$ cat src/rtl/spi_status_csr.sv
// Avalon-MM status/CSR slave for NUM_CH SpeedSPI channels: sticky W1C status,
// per-done CRC snapshots, saturating event counters and a maskable level irq.
module spi_status_csr #(
    parameter int NUM_CH = 4,
    parameter int CRC_W  = 32,
    parameter int CNT_W  = 16,
    parameter int ADDR_W = 12
) (
    input  logic                    clk,
    input  logic                    rst,
    input  logic                    avs_s0_write,
    input  logic                    avs_s0_read,
    input  logic [ADDR_W-1:0]       avs_s0_address,
    input  logic [31:0]             avs_s0_writedata,
    output logic [31:0]             avs_s0_readdata,
    output logic                    avs_s0_readdatavalid,
    input  logic [NUM_CH-1:0]       ch_error,
    input  logic [NUM_CH-1:0]       ch_done,
    input  logic [NUM_CH*CRC_W-1:0] crc_out,
    output logic                    irq
);

    // Read handshake: a read is accepted in every cycle it is asserted (no
    // waitrequest); readdatavalid is high exactly in the following cycle with
    // the pre-update register value, and readdata is zero in all other cycles.

    localparam logic [ADDR_W-1:0] A_CH_END = ADDR_W'(NUM_CH * 8);
    localparam logic [ADDR_W-1:0] A_MASK   = ADDR_W'(32'h80);
    localparam logic [ADDR_W-1:0] A_PEND   = ADDR_W'(32'h81);
    localparam logic [ADDR_W-1:0] A_CTRL   = ADDR_W'(32'h82);
    localparam logic [ADDR_W-1:0] A_ID     = ADDR_W'(32'h83);
    localparam logic [31:0]       ID_VAL   = {8'h53, 8'(NUM_CH), 8'(CRC_W), 8'(CNT_W)};

    logic [NUM_CH-1:0]            err_q, err_d;
    logic [NUM_CH-1:0]            done_q, done_d;
    logic [NUM_CH-1:0]            ovr_q, ovr_d;
    logic [NUM_CH-1:0][CRC_W-1:0] crc_q, crc_d;
    logic [NUM_CH-1:0][CNT_W-1:0] err_cnt_q, err_cnt_d;
    logic [NUM_CH-1:0][CNT_W-1:0] done_cnt_q, done_cnt_d;
    logic [NUM_CH-1:0]            mask_q, mask_d;
    logic [31:0]                  readdata_q, readdata_d;
    logic                         rvalid_q;
    logic                         irq_q;

    logic [NUM_CH-1:0] ch_sel;
    logic [NUM_CH-1:0] pend;
    logic [ADDR_W-4:0] ch_idx;
    logic [2:0]        off;
    logic              in_ch;
    logic              ctrl_clr;
    logic [31:0]       rd_mux;
    logic              unused_wdata;

    assign ch_idx       = avs_s0_address[ADDR_W-1:3];
    assign off          = avs_s0_address[2:0];
    assign in_ch        = avs_s0_address < A_CH_END;
    assign ctrl_clr     = avs_s0_write && (avs_s0_address == A_CTRL) && avs_s0_writedata[0];
    assign pend         = (err_q | done_q) & mask_q;
    assign unused_wdata = ^avs_s0_writedata;

    always_comb begin
        ch_sel = '0;
        for (int c = 0; c < NUM_CH; c++) begin
            ch_sel[c] = in_ch && (ch_idx == (ADDR_W-3)'(c));
        end
    end

    // Clears are applied first so that a same-cycle event always wins.
    always_comb begin
        err_d      = err_q;
        done_d     = done_q;
        ovr_d      = ovr_q;
        crc_d      = crc_q;
        err_cnt_d  = err_cnt_q;
        done_cnt_d = done_cnt_q;
        mask_d     = mask_q;
        for (int c = 0; c < NUM_CH; c++) begin
            if (ctrl_clr || (avs_s0_write && ch_sel[c] && off == 3'd0 && avs_s0_writedata[0]))
                err_d[c] = 1'b0;
            if (ctrl_clr || (avs_s0_write && ch_sel[c] && off == 3'd0 && avs_s0_writedata[1]))
                done_d[c] = 1'b0;
            if (ctrl_clr || (avs_s0_write && ch_sel[c] && off == 3'd0 && avs_s0_writedata[2]))
                ovr_d[c] = 1'b0;
            if (ch_error[c])
                err_d[c] = 1'b1;
            if (ch_done[c]) begin
                done_d[c] = 1'b1;
                crc_d[c]  = crc_out[c*CRC_W +: CRC_W];
                if (done_q[c])
                    ovr_d[c] = 1'b1;
            end

            if (ctrl_clr || (avs_s0_write && ch_sel[c] && off == 3'd2))
                err_cnt_d[c] = '0;
            if (ch_error[c] && (err_cnt_d[c] != '1))
                err_cnt_d[c] = err_cnt_d[c] + CNT_W'(1);

            if (ctrl_clr || (avs_s0_write && ch_sel[c] && off == 3'd3))
                done_cnt_d[c] = '0;
            if (ch_done[c] && (done_cnt_d[c] != '1))
                done_cnt_d[c] = done_cnt_d[c] + CNT_W'(1);
        end
        if (avs_s0_write && avs_s0_address == A_MASK)
            mask_d = avs_s0_writedata[NUM_CH-1:0];
    end

    always_comb begin
        rd_mux = '0;
        for (int c = 0; c < NUM_CH; c++) begin
            if (ch_sel[c]) begin
                case (off)
                    3'd0:    rd_mux = 32'({ovr_q[c], done_q[c], err_q[c]});
                    3'd1:    rd_mux = 32'(crc_q[c]);
                    3'd2:    rd_mux = 32'(err_cnt_q[c]);
                    3'd3:    rd_mux = 32'(done_cnt_q[c]);
                    default: rd_mux = '0;
                endcase
            end
        end
        if (avs_s0_address == A_MASK)
            rd_mux = 32'(mask_q);
        else if (avs_s0_address == A_PEND)
            rd_mux = 32'(pend);
        else if (avs_s0_address == A_ID)
            rd_mux = ID_VAL;
    end

    assign readdata_d = avs_s0_read ? rd_mux : '0;

    always_ff @(posedge clk) begin
        if (rst) begin
            err_q      <= '0;
            done_q     <= '0;
            ovr_q      <= '0;
            crc_q      <= '0;
            err_cnt_q  <= '0;
            done_cnt_q <= '0;
            mask_q     <= '0;
            readdata_q <= '0;
            rvalid_q   <= 1'b0;
            irq_q      <= 1'b0;
        end else begin
            err_q      <= err_d;
            done_q     <= done_d;
            ovr_q      <= ovr_d;
            crc_q      <= crc_d;
            err_cnt_q  <= err_cnt_d;
            done_cnt_q <= done_cnt_d;
            mask_q     <= mask_d;
            readdata_q <= readdata_d;
            rvalid_q   <= avs_s0_read;
            irq_q      <= |pend;
        end
    end

    assign avs_s0_readdata      = readdata_q;
    assign avs_s0_readdatavalid = rvalid_q;
    assign irq                  = irq_q;

endmodule

$ cat config.mk
export PLATFORM = sky130hd
export DESIGN_NAME = spi_status_csr
export DESIGN_NICKNAME = d
export VERILOG_FILES = /design/src/rtl/spi_status_csr.sv
export SDC_FILE = /design/constraint.sdc
export NUM_CORES = 1
export LEC_CHECK = 0
export CORE_ASPECT_RATIO = 0.75
export CORE_MARGIN = 5
export CORE_UTILIZATION = 48
export CTS_CLUSTER_SIZE = 25
export DETAILED_ROUTE_END_ITERATION = 7
export PLACE_DENSITY = 0.82
export REMOVE_ABC_BUFFERS = 1
export SLEW_MARGIN = 25
export SYNTH_ARGS = -nofsm -noshare
export SYNTH_HDL_FRONTEND = slang
export SYNTH_SLANG_ARGS = --single-unit
$ cat constraint.sdc
create_clock -name clk -period 10.99 [get_ports clk]
set_input_delay 2.198 -clock clk [delete_from_list [all_inputs] [get_ports clk]]
set_output_delay 2.198 -clock clk [all_outputs]
set_load 0.01 [all_outputs]
==> impl_results.md, run 1 <==
* Max-cap violation count at 0
* Buf+Inv Stages, Crit Path at 1
* WS Path Type: input pin to flip-flop
* Layout cells sized above 1 at 9.26%
* Critical path fanouts, max at 16
* TNS Setup at 0 ns
* Die height at around 170 um
* Yosys warns at 0
* # fillers at about 2700
* Final ANT Viol Nets at 0
* Pins Over Slew Limit at 0
* CP required at between 10 and 15 ns
* Slowest stage delay, CP at 0.79 ns
* Core Area at around 0.032 sq mm
* Area grow syn2layout at 20.8%
* Arrival time worst endpoint at a little under 7 ns
* Status: completed
* Clock Pin Slew Worst Setup and Hold Paths at 0.06 ns
* Skew final at around 0.013 ns
* Maximum VDD drop at about 0.11 mV
* H-tree levels at 2
* Clock Sinks at around 310
* Post-synth top area share at between 30% and 40%
* Hold Fails Final Rpt at 0
* Non-filler instance count after layout at ~2300
* I/O pin total at roughly 220
* Mapped Cells at 1730
* Yosys reg bits at 306
* Ant. Diodes at 0
* CP most frequent cell: and3_1
* Drt initial violations at 1610
* Most frequent cell after synthesis: dfxtp_1
* Worst-Margin Slew at 0.999 ns
* Initial antenna violation count at 1
* Gr usage total at 26.4%
* Mapped cell area at between 0.015 and 0.02 sq mm
* Clock Tree Root: clkbuf_16
* Post-CTS Resized at 0
* Routed WL at around 49000 um
* GP Congestion at around 0.96
* Row count at 56
* CTS tree: done
* Tcrit/Tclk final at between 50% and 60%
* Largest net degree at the start of global routing at between 70 and 80
* Critical path cell sequence: clkdlybuf4s50_1 -> nor3b_1 -> nand4_1 -> and3_1 -> ha_1 -> and3_1 -> and4_1 -> or4_1 -> or3_1 -> a21oi_1
* Synth async-reset ratio at 0%
* Dpl hpwl at between 30000 and 40000 um
* Die area at 0.0359 sq mm
* Maximum clock insertion buffer count at 3
* Pre-Repair DR Iteration Count at 6
* Post-CTS Hold Buffers at 0
* # nets final at between 2000 and 2500
* Top achievable clock speed at approximately 160 MHz
* Synth Flop Type: dfxtp_1
* Worst slew margin at about a third
* Fin crit period at roughly 6.3 ns
* Cell variety after synth at 82
* Port bufs at 189
* Synth top area cells: dfxtp_1 (40%), mux2i_1 (9.1%), nor2_1 (4.6%)
* Total CTS buffers at 34
* DRC at 0
* CP max stage cell: clkdlybuf4s50_1
* Static leakage at just under 7 nW
* Final setup violating endpoints at 0
* Vias in the first global route at around 14000
* Hold Crit Class: flip-flop to flip-flop
* Wire length per cell at 21.5 um
* RSZ-0062 raised after global routing: no
* Via Count at 14634
* Top post-synthesis cells by count: dfxtp_1 (306), nor2_1 (189), mux2i_1 (141)
* Pwr per Cell Area at between 100 and 150 mW/mm^2
* Mapped Avg Cell Area at ~8.9 sq um
* Setup crit end kind: flip-flop
* Clock latency at the later pin of the worst-skew pair at 0.53 ns
* Worst path top cell family by delay: simple AND/OR/NAND/NOR gates
* Worst setup SP type: input pin
* Worst reg-to-reg setup slack at ~8.4 ns
* Cell taking the most area after synthesis: dfxtp_1
* Gr ovfl total at 0
* DR vias/cell at about 6.4
* Starting Density at approximately half
* Post-CTS setup buffers at 0
* Placed insts at 2223
* Global-route wire length before repair at roughly 77000 um
* Post-synthesis sequential area ratio at around two fifths
* Die width at between 200 and 250 um
* Pwr Total at ~2.6 mW
* Post-synth EDFFs at 0
==> where the power goes <==
part	internal (mW)	total (mW)	switching (mW)
Sequential	1.15	1.17	0.0283
Clock	0.703	1.17	0.466
Combinational	0.110	0.227	0.117
Total	1.96	2.57	0.612
==> worst paths after layout <==
check | startpoint | end | cells past startpoint
setup / recovery | avs_s0_address[2] | done_cnt_q[62]$_SDFF_PP0_ | 10
hold / removal | crc_q[127]$_SDFFE_PP0P_ | crc_q[127]$_SDFFE_PP0P_ | 2
setup reg to reg | err_cnt_q[48]$_SDFF_PP0_ | err_cnt_q[61]$_SDFF_PP0_ | 8
hold reg to reg | crc_q[127]$_SDFFE_PP0P_ | crc_q[127]$_SDFFE_PP0P_ | 2
==> state kept, by name, indices dropped and copies added (netlist names), 4 cells and up <==
name and flops:
crc_q 128, done_cnt_q 64, err_cnt_q 64, avs_s0_readdata 32
done_q 4, err_q 4, mask_q 4, ovr_q 4
==> final cells by class <==
class / count / area (sq um) / area share (%)
repair buffers: 211 / 2030 / 10.8
well taps: 406 / 508 / 2.72
inverters: 28 / 105 / 0.563
clock buffers: 52 / 1040 / 5.58
flip-flops and latches: 306 / 6130 / 32.8
multi-input cells: 1274 / 8770 / 46.9
clock inverters: 9 / 104 / 0.556
==> per-layer routing <==
layer / track usage (%) / part of all wire, %
met1: 35.4 / 41
met2: 40.1 / 43
met3: 8.68 / 12
met4: 9.27 / 3.1
met5: 0 / 0.022
==> per-stage QoR <==
stage	setup WS [ns]	hold slack (ns)	util [%]	cell area [sq um]
after detailed placement	4.04	0.484	55.5	17500
after CTS	4.60	0.496	59.2	18700
after global routing	4.51	0.520	59.2	18700
after global placement	4.16	0.473	55.5	17500
after floorplan	4.99	0.448	-	15000
final	4.68	0.492	59.2	18700
==> logic make-up after synthesis <==
logic type,share of synthesized area [%]
compound gates,18.4
xor+xnor,1.13
fa+ha+maj,0.648
buf+inv,3.95
flops,39.6
mux,14.6
simple gates,21.7
==> tightest hold or removal path, delay by kind of cell (launching register included) <==
| kind | cells | cell delay (ns) |
|---|---|---|
| DFF | 1 | 0.32 |
| muxes | 1 | 0.06 |
| and+or+nand+nor | 1 | 0.07 |
==> placed cells by master (no fill, tap or decap), types with 8 or more instances in the layout <==
cell / count
dfxtp_1: 306
mux2_2: 51
clkbuf_1: 9
and3_1: 40
nand2_1: 83
a211o_1: 13
a21oi_1: 112
mux4_2: 12
o31ai_1: 34
clkdlybuf4s50_1: 182
buf_4: 21
and4_1: 27
inv_1: 28
clkbuf_16: 37
or4_1: 34
nor2_1: 189
nor3_1: 17
o21a_1: 12
a21o_1: 13
ha_1: 8
and2_1: 16
or3_1: 33
o211ai_1: 20
nand4_1: 52
xor2_1: 14
o22ai_1: 26
o21ai_0: 39
nand2b_1: 10
a211oi_1: 12
mux2i_1: 141
nand3_1: 72
a22oi_1: 85
No activity file was read; power rests on OpenSTA's default activity.
==> inputs of run 2 (changes only) <==
==> constraint.sdc (replaced) <==
create_clock -name clk -period 6.38 [get_ports clk]
set_input_delay 1.276 -clock clk [delete_from_list [all_inputs] [get_ports clk]]
set_output_delay 1.276 -clock clk [all_outputs]
set_load 0.01 [all_outputs]
==> impl_results.md, run 2 (same netlist as run 1, synthesis figures left out) <==
* Status: completed
* Worst path top cell family by delay: simple AND/OR/NAND/NOR gates
* Gr usage total at 26.2% (-0.16 points)
* Critical path cell sequence: clkdlybuf4s50_1 -> or3_1 -> nor3_1 -> o21ai_1 -> and2_1 -> ha_1 -> and4_1 -> and4_1 -> a211o_1 -> or4_1 -> a211oi_1
* Commonest non-fill, non-tap cells in the layout: dfxtp_1 (306), nor2_1 (189), clkdlybuf4s50_1 (182)
* Largest net degree at the start of global routing at 69 (-6.8%)
* Routed WL at 49000 um (-0.35%)
* Initial antenna violation count at 1 (unchanged)
* Via Count at 14755 (+0.83%)
* Clock latency at the later pin of the worst-skew pair at 0.58 ns (+0.05 ns)
* DR vias/cell at 6.45 (+0.78%)
* CP most frequent cell: and4_1
* WS Path Type: input pin to flip-flop
* Slowest stage delay, CP at 0.73 ns (-0.06 ns)
* Layout cells sized above 1 at 9.14% (-0.11 points)
* Tcrit/Tclk final at between 70% and 80%
* Critical path fanouts, max at 13 (-3)
* Wire length per cell at 21.4 um (-0.40%)
* Regs by FF count: crc_q: 128 flops, done_cnt_q: 64 flops, err_cnt_q: 64 flops
* Post-CTS Resized at 0 (unchanged)
* Pwr Total at 4.28 mW (+67%)
* H-tree levels at 1 (-1)
* Worst-Margin Slew at 0.970 ns (-0.0287 ns)
* Global-route wire length before repair at 76100 um (-0.64%)
* Arrival time worst endpoint at 5.38 ns (-1.38 ns)
* Fin crit period at a little under 5 ns
* Total CTS buffers at 30 (-12%)
* Worst slew margin at 35.3% (+1.9 points)
* Die area at 0.0359 sq mm (unchanged)
* # nets final at 2051 (+0.20%)
* Area grow syn2layout at 20.3%
* Setup crit end kind: flip-flop
* Starting Density at 49.0% (unchanged)
* Post-CTS setup buffers at 0 (unchanged)
* Ant. Diodes at 0 (unchanged)
* CTS tree: done
* Drt initial violations at 1705 (+5.9%)
* Max-cap violation count at 0 (unchanged)
* Skew final at 0.0152 ns (+0.00215 ns)
* Pre-Repair DR Iteration Count at 7 (+1)
* Vias in the first global route at 13978 (+0.043%)
* GP Congestion at 0.983 (+2.5%)
* Final setup violating endpoints at 0 (unchanged)
* Post-CTS Hold Buffers at 0 (unchanged)
* Commonest non-fill, non-tap cell in the layout: dfxtp_1
* Hold Fails Final Rpt at 0 (unchanged)
* Gr ovfl total at 0 (unchanged)
* Core Area at 0.0315 sq mm (unchanged)
* Pwr per Cell Area at 230 mW/mm^2 (+67%)
* Die width at 217 um (unchanged)
* I/O pin total at 218 (unchanged)
* Dpl hpwl at 34900 um (+1.7%)
* Worst setup SP type: input pin
* Largest register FFs at 128 (unchanged)
* Die height at 165 um (unchanged)
* Row count at 56 (unchanged)
* DRC at 0 (unchanged)
* Buf+Inv Stages, Crit Path at 1 (unchanged)
* Port bufs at 189 (unchanged)
* CP max stage cell: clkdlybuf4s50_1
* CP required at 6.87 ns (-4.57 ns)
* Largest register by flop count: crc_q
* Maximum VDD drop at 0.214 mV (+98%)
* Pins Over Slew Limit at 0 (unchanged)
* # fillers at 2700 (-0.037%)
* RSZ-0062 raised after global routing: no
* Hold Crit Class: flip-flop to flip-flop
* Static leakage at 6.87 nW (-0.28%)
* TNS Setup at 0 ns (unchanged)
* Top achievable clock speed at between 200 and 250 MHz
* Clock Tree Root: clkbuf_16
* Clock Pin Slew Worst Setup and Hold Paths at 0.06 ns (about the same)
* Maximum clock insertion buffer count at 3 (unchanged)
* Clock Sinks at 306 (unchanged)
* Final ANT Viol Nets at 0 (unchanged)
[run 2: cell count changes in the layout (fill, tap and decap cells not counted), moves of 2 or more]
cell	before	now
clkinv_2	4	2
clkinvlp_4	2	0
clkbuf_16	37	31
clkbuf_1	9	11
buf_4	21	30
clkbuf_2	2	0
bufinv_16	2	4
[run 2: per-stage QoR]
stage	cells	util, %	worst slack (ns)	instance area [sq um]	hold WS (ns)
4_1_cts	2286	59.0	1.62	18600	0.493
3_5_place_dp	2232	55.7	1.05	17600	0.485
2_1_floorplan	1608	-	1.30	15000	0.448
6_report	2287	59.0	1.49	18600	0.495
3_3_place_gp	2232	55.7	1.14	17600	0.472
5_1_grt	2287	59.0	1.38	18600	0.520
[run 2: path summary, 6_finish.rpt]
| path | startpoint | to | slack (ns) | cells past startpoint |
|---|---|---|---|---|
| setup / recovery | avs_s0_address[7] | done_cnt_q[43]$_SDFF_PP0_ | 1.49 | 11 |
| hold / removal | crc_q[29]$_SDFFE_PP0P_ | crc_q[29]$_SDFFE_PP0P_ | 0.49 | 2 |
| setup reg to reg | err_cnt_q[48]$_SDFF_PP0_ | err_cnt_q[56]$_SDFF_PP0_ | 3.76 | 7 |
| hold reg to reg | crc_q[29]$_SDFFE_PP0P_ | crc_q[29]$_SDFFE_PP0P_ | 0.49 | 2 |
[run 2: tightest hold or removal path: stages (launching register included)]
cell and delay, ns:
dfxtp_1 0.33, mux2i_1 0.06, nor2_1 0.07
[run 2: layout make-up]
cell class / count / area, sq um / area share [%]
Clock inverter: 6 / 130 / 0.700
Multi-Input combinational cell: 1274 / 8740 / 47.0
Inverter: 28 / 105 / 0.565
Sequential cell: 306 / 6130 / 32.9
Timing Repair Buffer: 219 / 2090 / 11.2
Clock buffer: 48 / 900 / 4.84
Tap cell: 406 / 508 / 2.73
[run 2: report_power, final]
| part | switching (mW) | internal (mW) | total [mW] |
|---|---|---|---|
| Sequential | 0.0483 | 1.97 | 2.02 |
| Clock | 0.750 | 1.12 | 1.87 |
| Combinational | 0.202 | 0.190 | 0.392 |
[run 2: layer usage]
layer  vias up  GRT usage [%]  part of all wire (%)
li1       6785              -                     -
met1      7034           36.0                    42
met2       833           39.2                    42
met3       101           8.24                    13
met4         2           9.02                   3.4
met5         -              0                 0.031
